### config.mk
export PLATFORM = sky130hd
export DESIGN_NAME = seq_num_allocator
export DESIGN_NICKNAME = d
export VERILOG_FILES = /design/src/rtl/seq_num_allocator.sv
export SDC_FILE = /design/constraint.sdc
export NUM_CORES = 1
export LEC_CHECK = 0
export ABC_AREA = 1
export CAP_MARGIN = 20
export CELL_PAD_IN_SITES_DETAIL_PLACEMENT = 0
export CELL_PAD_IN_SITES_GLOBAL_PLACEMENT = 1
export CORE_UTILIZATION = 45
export CTS_BUF_LIST = sky130_fd_sc_hd__clkbuf_2
export CTS_CLUSTER_SIZE = 8
export DETAILED_ROUTE_END_ITERATION = 16
export HOLD_SLACK_MARGIN = 0.15
export PLACE_DENSITY_LB_ADDON = 0.3
export SYNTH_ARGS = -nofsm -noshare
export SYNTH_HDL_FRONTEND = slang
export SYNTH_SLANG_ARGS = --single-unit
### constraint.sdc
create_clock -name clk -period 2.6 [get_ports clk]
set_input_delay 0.39 -clock clk [delete_from_list [all_inputs] [get_ports clk]]
set_output_delay 0.39 -clock clk [all_outputs]
set_load 0.02 [all_outputs]
### src/rtl/seq_num_allocator.sv
// -----------------------------------------------------------------------------
// seq_num_allocator
//
// Purpose:
//   Issue-side sequence number allocator. It hands out in-order sequence
//   numbers to instructions entering execute and frees them again when the
//   writeback-commit unit broadcasts in-order commit notifications. It also
//   keeps a per-architectural-register pending-write scoreboard. An entry is
//   set when its writer is allocated. It is cleared by a complete
//   notification from that same writer.
//
// Ports:
//   clk              clock
//   rst              asynchronous active-low reset
//   alloc_val        decode requests a sequence number
//   alloc_rdy        a sequence number can be granted this cycle
//   alloc_waddr      destination register of the requesting instruction
//   alloc_wen        requesting instruction writes a register
//   alloc_seq_num    sequence number granted (valid while alloc_rdy)
//   complete_*       CompleteNotif broadcast (val, seq_num, waddr, wen)
//   commit_*         CommitNotif broadcast (val, seq_num)
//   rs1/rs2_addr     source register queries
//   rs1/rs2_busy     queried register has a pending write
//   num_inflight     allocated, not-yet-committed instruction count
//   commit_err       sticky flag for out-of-order or spurious commits
// -----------------------------------------------------------------------------
module seq_num_allocator #(
    parameter int p_seq_num_bits = 3
) (
    input  logic                      clk,
    input  logic                      rst,
    input  logic                      alloc_val,
    output logic                      alloc_rdy,
    input  logic [4:0]                alloc_waddr,
    input  logic                      alloc_wen,
    output logic [p_seq_num_bits-1:0] alloc_seq_num,
    input  logic                      complete_val,
    input  logic [p_seq_num_bits-1:0] complete_seq_num,
    input  logic [4:0]                complete_waddr,
    input  logic                      complete_wen,
    input  logic                      commit_val,
    input  logic [p_seq_num_bits-1:0] commit_seq_num,
    input  logic [4:0]                rs1_addr,
    input  logic [4:0]                rs2_addr,
    output logic                      rs1_busy,
    output logic                      rs2_busy,
    output logic [p_seq_num_bits:0]   num_inflight,
    output logic                      commit_err
);

    localparam logic [p_seq_num_bits-1:0] SEQ_ONE    = p_seq_num_bits'(1'b1);
    localparam logic [p_seq_num_bits-1:0] SEQ_ZERO   = p_seq_num_bits'(1'b0);
    localparam logic [p_seq_num_bits:0]   COUNT_ONE  = (p_seq_num_bits + 1)'(1'b1);
    localparam logic [p_seq_num_bits:0]   COUNT_ZERO = (p_seq_num_bits + 1)'(1'b0);
    // Full when count == 2^N, i.e. only the MSB of the count is set.
    localparam logic [p_seq_num_bits:0]   COUNT_FULL = {1'b1, SEQ_ZERO};

    logic [p_seq_num_bits-1:0] head_q, head_d;
    logic [p_seq_num_bits-1:0] tail_q, tail_d;
    logic [p_seq_num_bits:0]   count_q, count_d;
    logic [31:0]               busy_q, busy_d;
    logic [p_seq_num_bits-1:0] owner_q [32];
    logic [p_seq_num_bits-1:0] owner_d [32];
    logic                      commit_err_q, commit_err_d;

    logic fire_alloc_s;
    logic fire_commit_s;
    logic bad_commit_s;
    logic sb_set_s;
    logic sb_clr_s;

    // Handshake and commit legality, all derived from registered state only.
    always_comb begin
        alloc_rdy     = (count_q < COUNT_FULL);
        alloc_seq_num = head_q;
        fire_alloc_s  = alloc_val && alloc_rdy;
        fire_commit_s = commit_val && (count_q != COUNT_ZERO) && (commit_seq_num == tail_q);
        bad_commit_s  = commit_val && !fire_commit_s;
        sb_set_s      = fire_alloc_s && alloc_wen && (alloc_waddr != 5'd0);
        // Only the current owner may clear; a complete from an older writer is stale.
        sb_clr_s      = complete_val && complete_wen && (complete_waddr != 5'd0) &&
                        busy_q[complete_waddr] && (owner_q[complete_waddr] == complete_seq_num);
    end

    // Next-state for the head/tail pointers, in-flight count and error flag.
    always_comb begin
        head_d       = head_q;
        tail_d       = tail_q;
        count_d      = count_q;
        commit_err_d = commit_err_q;
        if (fire_alloc_s) begin
            head_d = head_q + SEQ_ONE;
        end else begin
            head_d = head_q;
        end
        if (fire_commit_s) begin
            tail_d = tail_q + SEQ_ONE;
        end else begin
            tail_d = tail_q;
        end
        case ({fire_alloc_s, fire_commit_s})
            2'b10:   count_d = count_q + COUNT_ONE;
            2'b01:   count_d = count_q - COUNT_ONE;
            default: count_d = count_q;
        endcase
        if (bad_commit_s) begin
            commit_err_d = 1'b1;
        end else begin
            commit_err_d = commit_err_q;
        end
    end

    // Next-state for the scoreboard; the set is applied after the clear so it wins.
    always_comb begin
        for (int i = 0; i < 32; i++) begin
            busy_d[i]  = busy_q[i];
            owner_d[i] = owner_q[i];
            if (sb_clr_s && (complete_waddr == 5'(i))) begin
                busy_d[i] = 1'b0;
            end else begin
                busy_d[i] = busy_q[i];
            end
            if (sb_set_s && (alloc_waddr == 5'(i))) begin
                busy_d[i]  = 1'b1;
                owner_d[i] = head_q;
            end else begin
                owner_d[i] = owner_q[i];
            end
        end
    end

    // State registers; reset discards all in-flight state.
    always_ff @(posedge clk or negedge rst) begin
        if (!rst) begin
            head_q       <= SEQ_ZERO;
            tail_q       <= SEQ_ZERO;
            count_q      <= COUNT_ZERO;
            busy_q       <= 32'h0000_0000;
            commit_err_q <= 1'b0;
            for (int i = 0; i < 32; i++) begin
                owner_q[i] <= SEQ_ZERO;
            end
        end else begin
            head_q       <= head_d;
            tail_q       <= tail_d;
            count_q      <= count_d;
            busy_q       <= busy_d;
            commit_err_q <= commit_err_d;
            for (int i = 0; i < 32; i++) begin
                owner_q[i] <= owner_d[i];
            end
        end
    end

    // Source queries see registered busy only; x0 never reports a pending write.
    always_comb begin
        rs1_busy     = (rs1_addr != 5'd0) && busy_q[rs1_addr];
        rs2_busy     = (rs2_addr != 5'd0) && busy_q[rs2_addr];
        num_inflight = count_q;
        commit_err   = commit_err_q;
    end

endmodule

==> qor.yml, run 1 <==
initial_core_util_pct: 46.1
timing.critical_path.buf_inv: 1
drt-vias-per-instance: 5.19
arrival_ns: 2.09
antenna_found_initial: 2
drive_gt1_share_pct: 10.8
cts_buffers: 17
total_power_w: 0.00655
final_area_um2: 9000
syn_to_final_growth_pct: 17.8
sw_frac_of_total_pct: 38.0
vias: 7270
nets: 1206
max_stage_delay_ns: 0.47
synth_most_common_cell: "nand2_1"
cellLeakagePower_nw: 4.47
worstPathCellList: "o21ai_0, a21oi_1, o221ai_1, nand3_1, a22o_1, buf_4"
critPathCaptureType: "output pin"
synth_largest_area_cell: "dfrtp_1"
die_h_um: 132
crit_required_ns: 2.21
p_per_area_nw_per_um2: 728
routed_wl_um: 22700
seqPwrFrac_pct: 47.7
tightest_slew_ns: 0.521
synth_cell_types: 33
antenna_left: 0
synth_area_per_cell_um2: 7.06
cts_tree: "built"
fin_crit_ns: 2.48
yosysSeqAreaShare_pct: 45.5
ys.warnings.count: 0
setup_viol: 0
startpoint_type: "register"
max_slew_margin_pct: 65.3
grt_max_degree: 45
port_buffers: 43
cp_slowest_cell: "dfrtp_1"
timing.max_cap.violations: 0
ys_async_sr_fraction_pct: 100
gp_congestion: 0.908
wire_per_inst_um: 16.2
placed_cell_area_um2: 8660
root_buffer: "clkbuf_2"
grt.total_usage_pct: 27.4
syn_nets: 1120
rows: 47
hold_viol: 0
syn_inst: 1082
multi_input_comb_area_um2: 3680
first_iter_violations: 687
fp.dieArea_um2: 17500
cpLargestDelayFamily: "compound AO/OA/AOI/OAI gates"
final_util_pct: 54.2
switchingPower_w: 0.00249
grt_pass1_vias: 6724
numClockSinks: 139
insertion_delay_ns: 0.75
synth_flop_cell: "dfrtp_1"
core-area_um2: 16600
dr.pass1.iters: 5
crit_type: "reg -> out"
power_frac_clock_pct: 19.9
dpl.hpwl_um: 16400
synth_area_leaders: "dfrtp_1 46%, nand2_1 24%, o21ai_0 8.8%"
intPower_w: 0.00406
fin_crit_sh_pct: 95.5
htreeDepth: 4
skew_ns: 0.0372
fmax_mhz: 403
drc: 0
slew_violations: 0
peakVddDrop_mv: 0.767
crit_fanout: 4
die-width_um: 132
netlist_area_um2: 7640
clk_path_buf_depth: 2
grt.overflow.total: 0
cts.clk_slew.worst_paths_ns: 0.19
outcome: "complete, no violations"
ff_latch_area_um2: 3480
fillCellCount: 1659
hold_class: "in -> reg"
synth_seq_cells: 139
io_pins: 44
synth_edf_count: 0
grt_pass1_wl_um: 36500
synth_top_area_share_pct: 45.5
combPwrFrac_pct: 32.3
ys_top_cells_by_count: "485 x nand2_1, 139 x dfrtp_1, 135 x o21ai_0"
[layout by cell type, fill, tap and decap left out, types with 6 or more instances in the layout]
| master | count |
|---|---|
| inv_1 | 42 |
| nand2_1 | 485 |
| nand3_1 | 54 |
| inv_2 | 8 |
| dfrtp_1 | 138 |
| a21oi_1 | 29 |
| buf_4 | 66 |
| o21ai_1 | 9 |
| o211ai_1 | 6 |
| clkbuf_2 | 17 |
| xor2_1 | 6 |
| o21ai_0 | 129 |
| nor3_1 | 33 |
| clkdlybuf4s50_1 | 39 |
| buf_12 | 8 |
| nor2_1 | 54 |
[flip-flops by register name, summed over array words and instances (netlist names)]
signal,count
alloc_seq_num,3
busy_q,32
commit_err,1
num_inflight,4
owner_q,96
tail_q,3
[worst register-to-register path, cell delays in order, from the launching register on]
cell	delay [ns]
dfrtp_1	0.48
nor2_1	0.11
inv_1	0.06
nor3_1	0.14
a211oi_1	0.06
and2_1	0.16
ha_1	0.24
xor2_1	0.22
nand2_1	0.06
o21ai_0	0.20
o21ai_0	0.10
a21oi_1	0.15
xor2_1	0.16
[path summary, 6_finish.rpt]
check                             startpoint              end  slack [ns]  cells after the start
max                               busy_q[30]         rs2_busy        0.12                      6
min                        complete_waddr[0]       busy_q[31]        0.34                      7
max reg2reg                  num_inflight[1]  num_inflight[3]        0.41                     12
min reg2reg                      owner_q[93]      owner_q[93]        0.41                      0
max in group asynchronous                rst       busy_q[11]        1.55                      4
min in group asynchronous                rst        busy_q[7]        0.56                      3
[through the flow]
step                hold WS (ns)  TNS, ns  setup WS [ns]  instances
detailed placement         0.370    -4.20         -0.148       1360
finish                     0.341        0          0.117       1402
global route               0.339  -0.0136       -0.00827       1402
floorplan                 0.0944        0          0.326       1082
CTS                        0.293        0         0.0633       1397
global placement           0.367    -3.20         -0.149       1360
[what timing repair did]
action	in CTS	in global routing
gates cloned	0	0
setup buffers	2	3
setup endpoints to repair	2	2
gates resized for setup	11	11
hold buffers	4	0
pin swaps	0	3
endpoints found under the hold margin	140	0
[power groups by stage]
stage | Sequential (W) | Combinational [W] | Clock, W
floorplan | 0.00310 | 0.00128 | 0
global placement | 0.00316 | 0.00204 | 0
detailed placement | 0.00316 | 0.00207 | 0
CTS | 0.00312 | 0.00210 | 0.00133
global route | 0.00320 | 0.00240 | 0.00143
finish | 0.00313 | 0.00212 | 0.00130
[routing by layer]
metal	GRT usage [%]	part of all wire (%)
met4	9.96	2.9
met2	41.6	43
met5	0	0
met3	4.11	6.0
met1	39.7	48
[cell type report]
class,count,share of cell area [%]
clock buffer,17,0.946
antenna,2,0.0556
inverter,51,2.16
sequential,139,38.7
clock inverter,14,1.71
multi-input combinational,840,40.9
timing repair buffer,119,12.4
tap,220,3.06
[logic make-up (layout without fill, tap and decap cells)]
family / count (synthesis) / count (layout) / synth area share [%]
and+or+nand+nor: 641 / 641 / 33.6
DFF: 139 / 139 / 45.5
buffers and inverters: 103 / 201 / 6.29
adders and majority gates: 5 / 5 / 0.819
other: 0 / 2 / 0
AOI/OAI and AO/OA: 185 / 185 / 12.7
xor gates and xnor gates: 9 / 9 / 1.03
Power figures use the tool's default switching activity.
==> inputs of run 2 (changes only) <==
Settings changed: ABC_AREA 1 to unset, CORE_MARGIN set to 4, CORE_UTILIZATION 45 to 51, REMOVE_ABC_BUFFERS set to 1.
==> qor.yml, run 2 <==
grt.total_usage_pct: 25.2  # was 27.4%
arrival_ns: 2.52  # was 2.09 ns
syn_to_final_growth_pct: 21.0  # was 17.8%
cts_buffers: 17  # unchanged
fillCellCount: 1134  # was 1659
numClockSinks: 139  # unchanged
regMostFlops: "owner_q"  # unchanged
drc: 0  # unchanged
p_per_area_nw_per_um2: 632  # was 728 nW/um^2
fp.dieArea_um2: 16700  # was 17500 um^2
fmax_mhz: 343  # was 403 MHz
antenna_found_initial: 1  # was 2
vias: 5408  # was 7270
final_cells: 897  # was 1402
netlist_area_um2: 7510  # was 7640 um^2
cellLeakagePower_nw: 4.23  # was 4.47 nW
routed_wl_um: 19800  # was 22700 um
grt_pass1_vias: 5689  # was 6724
die-width_um: 129  # was 132 um
timing.max_cap.violations: 0  # unchanged
crit_required_ns: 2.21  # about the same
synth_area_per_cell_um2: 13.0  # was 7.06 um^2
crit_fanout: 3  # was 4
cts.clk_slew.worst_paths_ns: 0.20  # was 0.19 ns
nets: 737  # was 1206
first_iter_violations: 561  # was 687
root_buffer: "clkbuf_2"  # unchanged
rsz0062_at_grt: "true"
die_h_um: 129  # was 132 um
ys.warnings.count: 0  # unchanged
layout_commonest_cell: "dfrtp_1"  # was nand2_1
dr.pass1.iters: 5  # unchanged
critPathCaptureType: "output pin"  # unchanged
gp_congestion: 0.921  # was 0.908
synth_area_leaders: "dfrtp_1 46%, mux2_2 16%, mux4_2 10%"  # was dfrtp_1 46%, nand2_1 24%, o21ai_0 8.8%
syn_inst: 579  # was 1082
startpoint_type: "register"  # unchanged
synth_edf_count: 0  # unchanged
grt_max_degree: 60  # was 45
peakVddDrop_mv: 0.490  # was 0.767 mV
core-area_um2: 14500  # was 16600 um^2
tightest_slew_ns: 0.478  # was 0.521 ns
grt_pass1_wl_um: 31300  # was 36500 um
skew_ns: 0.0246  # was 0.0372 ns
placed_cell_area_um2: 8660  # about the same
wire_per_inst_um: 22.1  # was 16.2 um
insertion_delay_ns: 0.70  # was 0.75 ns
synth_most_common_cell: "dfrtp_1"  # was nand2_1
dpl.cell_count: 851  # was 1360
htreeDepth: 4  # unchanged
outcome: "finished with violations"  # was complete, no violations
rows: 44  # was 47
fin_ws_ns: -0.312  # was 0.117 ns
ys_top_cells_by_count: "139 x dfrtp_1, 107 x mux2_2, 39 x nor2_1"  # was 485 x nand2_1, 139 x dfrtp_1, 135 x o21ai_0
largest_register_ffs: 96  # unchanged
io_pins: 44  # unchanged
crit_type: "reg -> out"  # unchanged
pre_cts_ws_ns: -0.860  # was -0.148 ns
violations: "negative setup slack"
cts_tree: "built"  # unchanged
setup_viol: 30  # was 0
final_area_um2: 9080  # was 9000 um^2
synth_largest_area_cell: "dfrtp_1"  # unchanged
synth_flop_cell: "dfrtp_1"  # unchanged
port_buffers: 43  # unchanged
synth_top_area_share_pct: 46.3  # was 45.5%
drt-vias-per-instance: 6.03  # was 5.19
hold_viol: 0  # unchanged
yosysSeqAreaShare_pct: 46.3  # was 45.5%
drive_gt1_share_pct: 40.7  # was 10.8%
hold_class: "in -> reg"  # unchanged
ys_async_sr_fraction_pct: 100  # unchanged
dpl.hpwl_um: 14600  # was 16400 um
initial_core_util_pct: 51.9  # was 46.1%
max_slew_margin_pct: 68.2  # was 65.3%
layout_common_cells: "139 x dfrtp_1, 106 x mux2_2, 86 x buf_4"  # was 485 x nand2_1, 138 x dfrtp_1, 129 x o21ai_0
fin_crit_sh_pct: 112  # was 95.5%
grt.overflow.total: 0  # unchanged
slew_violations: 0  # unchanged
synth_seq_cells: 139  # unchanged
antenna_left: 0  # unchanged
clk_path_buf_depth: 2  # unchanged
fin_crit_ns: 2.91  # was 2.48 ns
synth_cell_types: 52  # was 33
-- run 2: final cells by class --
| cell class | instances | area (um^2) | share of cell area, % |
|---|---|---|---|
| multi-input combinational | 388 | 3780 | 41.6 |
| timing repair buffer | 142 | 1290 | 14.2 |
| tap | 184 | 230 | 2.53 |
| inverter | 11 | 41.3 | 0.455 |
| antenna | 1 | 2.50 | 0.0275 |
| sequential | 139 | 3480 | 38.3 |
| clock inverter | 14 | 178 | 1.96 |
| clock buffer | 18 | 90.1 | 0.992 |
-- run 2: what timing repair did --
item                                   CTS  global route
buffers inserted                         4             5
hold buffers                             3             1
cloned                                   0             0
resized for setup                       14             4
endpoints found under the hold margin  139             1
setup endpoints to repair               33            33
pin swaps                               18             9
-- run 2: kinds of logic after synthesis --
| kind of cell | count (synthesis) | synth area share [%] |
|---|---|---|
| AND/OR/NAND/NOR | 128 | 9.95 |
| flip-flops | 139 | 46.3 |
| adder cells (fa/ha/maj) | 5 | 0.833 |
| XOR/XNOR | 11 | 1.28 |
| AO/OA/AOI/OAI | 83 | 7.35 |
| multiplexers | 161 | 30.8 |
| buffers and inverters | 52 | 3.50 |
-- run 2: worst paths after layout --
path / startpoint / depth (start not counted) / to / slack (ns)
min: commit_seq_num[2] / 2 / tail_q[2] / 0.29
max: busy_q[15] / 4 / rs1_busy / -0.31
min reg2reg: owner_q[93] / 0 / owner_q[93] / 0.40
max reg2reg: owner_q[39] / 7 / busy_q[22] / -0.11
max in group asynchronous: rst / 4 / commit_err / 1.31
min in group asynchronous: rst / 3 / busy_q[7] / 0.64
-- run 2: per-layer routing --
metal	global-route usage, %	share of wire, %	wire length [um]
met5	0	0	0
met4	9.26	2.9	578
met3	5.85	6.1	1200
met2	41.8	49	9800
met1	32.6	42	8260
-- run 2: worst max-delay path, cell delays in order, from the launching register on --
cell	delay [ns]
dfrtp_1	0.46
mux4_2	0.48
mux4_2	0.47
mux2_4	0.28
buf_6	0.13
-- run 2: report_power, final --
| group | switching (W) | internal [W] | total [W] |
|---|---|---|---|
| registers | 0.000226 | 0.00242 | 0.00264 |
| logic | 0.000882 | 0.000817 | 0.00170 |
| clock network | 0.000773 | 0.000622 | 0.00139 |
-- run 2: per-stage QoR --
step | utilization (%) | hold WS, ns | TNS [ns] | power (W)
after floorplan | - | 0.0944 | -2.05 | 0.00351
after global placement | 59.8 | 0.357 | -25.75 | 0.00427
after detailed placement | 59.8 | 0.363 | -26.76 | 0.00433
after CTS | 62.3 | 0.186 | -1.85 | 0.00576
after global routing | 62.7 | 0.219 | -4.73 | 0.00606
final | 62.7 | 0.289 | -3.44 | 0.00574
==> RTL edit 1, RTL diff (flow settings as in run 2) <==
Make the reset (`rst`) synchronous in one clocked block. Comments in the files are not updated.
--- a/src/rtl/seq_num_allocator.sv
+++ b/src/rtl/seq_num_allocator.sv
@@ -131,5 +131,5 @@
 
     // State registers; reset discards all in-flight state.
-    always_ff @(posedge clk or negedge rst) begin
+    always_ff @(posedge clk) begin
         if (!rst) begin
             head_q       <= SEQ_ZERO;
Check against the original RTL: differs if rst is asserted again (counterexample within 4 cycles, from zero or initial values and one cycle with rst low); with rst held inactive, the same outputs for 4 cycles.
==> RTL edit 1 against run 2 <==
- die area down 5.4%
- cell count down 2.8%
- sequential cell count is the same
- largest cell class is now flip-flops and latches
- area after synthesis is 5.7% lower
- highest routed layer unchanged
- sequential share of layout area rose by 6.6 points
- the run still ends with setup timing left
- routed wire length shrank 4.3%
- setup slack better by 50 ps
- final area down 7.6%
Power is not compared: it rests on default switching activity, and its combinational part moved more than twofold at a synthesized area within 25%.
==> RTL edit 1: results (changes against run 2) <==
** Finish
- Seq Cell Count :: 139 (unchanged)
- The buffer share of cell area was 12.2% (was 14.2%).
- The area of combinational cells with multiple inputs is 3100 um2 (was 3780 um2).
- The total of clock buffers placed in the layout is 22 (was 18).
- The total area of sequential cells is 3770 um2 (was 3480 um2).
- The share of post-route cells with drive strength above 1 is 27.2% (was 40.7%).
- The number of signal-net buffers in the layout is 119 (was 142).
- Inverters :: 22 (was 11)

** Placement
- The last weighted congestion value of the routability-driven placer was 0.903 (was 0.921).
- Total cell area at the placement stage :: 8090 um2 (was 8660 um2)
- The placed cell count is 836 (was 851).

** Outcome
- Failing checks :: setup timing (unchanged)
- Outcome :: finished with violations (unchanged)

** Yosys
- Number of enable-type register cells in the synthesized netlist :: 96 (was 0)
- Largest cells by area after synthesis :: sky130_fd_sc_hd__edfxtp_1 41%, sky130_fd_sc_hd__dfxtp_1 12%, sky130_fd_sc_hd__mux4_2 12% (was sky130_fd_sc_hd__dfrtp_1 46%, sky130_fd_sc_hd__mux2_2 16%, sky130_fd_sc_hd__mux4_2 10%)
- The async set or reset register ratio after synthesis is 0% (was 100%).

** Global routing
- Met1 Track Usage GR :: 35.0% (was 32.6%)
- The maximum number of pins on one net before global-route repair came to 42 (was 60).
- First-pass GRT wire length :: 29.8 mm (was 31.3 mm)

** Timing
- The worst slew margin relative to its limit came to 63.3% (was 68.2%).
- The final worst setup slack is -262 ps (was -312 ps).
- Setup-violating endpoint count in the final report :: 2 (was 30)

** Critical path
- The maximum fanout encountered on the critical timing path was 4 (was 3).
- The start point of the critical path was busy_q[11] (was busy_q[15]).

** Drt
- The overall via count from detail_route is 5346 (was 5408).
- Detail Route met3 WL :: 1.64 mm (was 1.20 mm)
RTL edit 1: kinds of logic (layout without fill, tap and decap cells):
logic type                 count (synthesis)  count (layout)  synth area share (%)
adders and majority gates                  5               5                 0.884
other                                      1               4                0.0530
xor gates and xnor gates                  13              13                  2.25
muxes                                     67              67                  17.1
and+or+nand+nor                          196             196                  12.7
DFF                                      139             139                  52.9
buffers and inverters                     61             173                  4.14
AOI/OAI and AO/OA                         99              99                  9.92
RTL edit 1: worst min path at each step:
stage,from,end,cells past startpoint
after detailed placement,busy_q[0],busy_q[0],1
after global routing,commit_val,commit_err,3
after floorplan,busy_q[0],busy_q[0],1
final,commit_val,commit_err,3
after CTS,commit_val,commit_err,3
after global placement,busy_q[0],busy_q[0],1
RTL edit 1: repair_timing:
action / in CTS / in global routing
hold buffers: 0 / 0
pin swaps: 1 / 0
setup buffers: 3 / 0
resized for setup: 35 / 5
setup endpoints to repair: 9 / 24
==> RTL edit 2, RTL diff (flow settings as in run 2) <==
Made on the original files. The parameter `p_seq_num_bits` goes from 3 to 6.
--- a/src/rtl/seq_num_allocator.sv
+++ b/src/rtl/seq_num_allocator.sv
@@ -26,5 +26,5 @@
 // -----------------------------------------------------------------------------
 module seq_num_allocator #(
-    parameter int p_seq_num_bits = 3
+    parameter int p_seq_num_bits = 6
 ) (
     input  logic                      clk,
Interface: changed (resized alloc_seq_num, commit_seq_num, complete_seq_num and num_inflight); port bits go from 44 to 56. The function was not compared with the original's and may differ.
==> RTL edit 2 against run 2 <==
- the flow still finishes with violations (setup timing)
- die area increased by 60%
- setup slack got worse by 140 ps
- power increased by 33%
- combinational power decreased by 46%
- routed wire length increased by 70%
- final area increased by 67%
- count of clock-buffer cells in the layout increased by 84
- area after synthesis increased by 65%
- sequential cell count increased by 105
==> RTL edit 2: results (changes against run 2) <==
** Timing
- The total negative setup slack came to -2700 ps (was -3440 ps).
- Largest clock skew in the final design :: 55.7 ps (was 24.6 ps)
- The count of final setup violators is 27 (was 30).
- The final worst setup slack came to -450 ps (was -312 ps).

** Placement
- Post-detail-place hpwl :: 23.3 mm (was 14.6 mm)
- The count of buffers inserted at the top-level ports is 55 (was 43).

** Power and ir drop
- The sequential power share came to 50.5% (was 46.1%).
- Maximum VDD drop :: 268 uV (was 490 uV)
- The sequential logic power is 3.86 mW (was 2.64 mW).
- Leak pwr :: 7.54 nW (was 4.23 nW)
- Power dissipated in the clock network :: 2.87 mW (was 1.39 mW)
- P_int :: 5.56 mW (was 3.86 mW)

** Finish
- Largest register FFs :: 192 (was 96)
- Ratio of cells with drive above 1 in the final layout :: 46.3% (was 40.7%)
- Final layout net count :: 1197 (was 737)

** Global routing
- First-pass GRT wire length :: 53.6 mm (was 31.3 mm)
- The number of antenna violations at the first check in global routing is 2 (was 1).
- Maximum number of pins on one net before global-route repair :: 91 (was 60)
- Via count of the first global-routing pass :: 9319 (was 5689)

** Outcome
- Outcome: finished with violations (unchanged).
- Failing checks :: setup timing (unchanged)

** Clock network
- The clock transition at the registers of the reported paths was 110 ps (was 200 ps).
- The number of buffers inserted during clock tree synthesis came to 67 (was 17).
- Number of gates resized after CTS :: 27 (was 14)
- The H-tree depth was 3 (was 4).
- The post-CTS setup repair buffer count is 2 (was 4).
- The maximum clock insertion buffer count came to 3 (was 2).

** Yosys
- Portion of the post-synthesis area used by sequential elements :: 49.4% (was 46.3%)
- Mean area per synthesized cell :: 13.4 um2 (was 13.0 um2)

** Drt
- The overall via count from detail_route is 8859 (was 5408).

** Critical path
- The data arrival time of the worst path was 2660 ps (was 2520 ps).
- Critical path fanouts, max :: 4 (was 3)
==> RTL edit 2: cell count changes in the layout (fill, tap and decap cells not counted), sizes merged, moves of 28 or more <==
cell    change
dfrtp     +105
mux2       +92
clkbuf     +86
buf        +77
nand4      +38
mux2i      +36
a31oi      -28
==> RTL edit 2: routing by layer <==
| layer | vias up | routed length [um] | track usage (%) |
|---|---|---|---|
| met5 | - | 0 | 0 |
| met4 | 0 | 484 | 6.52 |
| met3 | 43 | 2150 | 5.35 |
| met2 | 314 | 16100 | 41.4 |
| met1 | 4556 | 14900 | 37.2 |
| li1 | 3946 | - | - |
==> RTL edit 2: worst paths after layout <==
check | slack, ps | cells after the start | start | to
max | -450 | 4 | busy_q[14] | rs2_busy
min | 290 | 6 | complete_waddr[1] | busy_q[12]
max reg2reg | -160 | 13 | num_inflight[4] | num_inflight[6]
min reg2reg | 390 | 0 | owner_q[190] | owner_q[190]
max in group asynchronous | 830 | 4 | rst | owner_q[154]
min in group asynchronous | 690 | 4 | rst | owner_q[101]
==> RTL edit 2: kinds of logic after synthesis <==
logic type               count (synthesis)  synth area share (%)
flip-flops                             244                  49.4
AO/OA/AOI/OAI                           92                  5.69
XOR/XNOR                                28                  1.98
multiplexers                           296                  31.1
adder cells (fa/ha/maj)                  9                 0.972
AND/OR/NAND/NOR                        173                  7.27
buffers and inverters                   82                  3.56
==> RTL edit 2: area by class of cell <==
type                    count  area (um2)
diodes                      2        5.00
clock buffers             102         510
clock inverters            11         120
fillers                  1901        8510
inverters                   7        26.3
multi-input cells         598        5940
flip-flops and latches    244        6110
well taps                 319         399
repair buffers            231        2070
==> RTL edit 2: worst max-delay path, delay by kind of cell, from the launching register on <==
kind / cells / cell delay (ps)
buffers and inverters: 1 / 130
muxes: 3 / 1220
DFF: 1 / 450
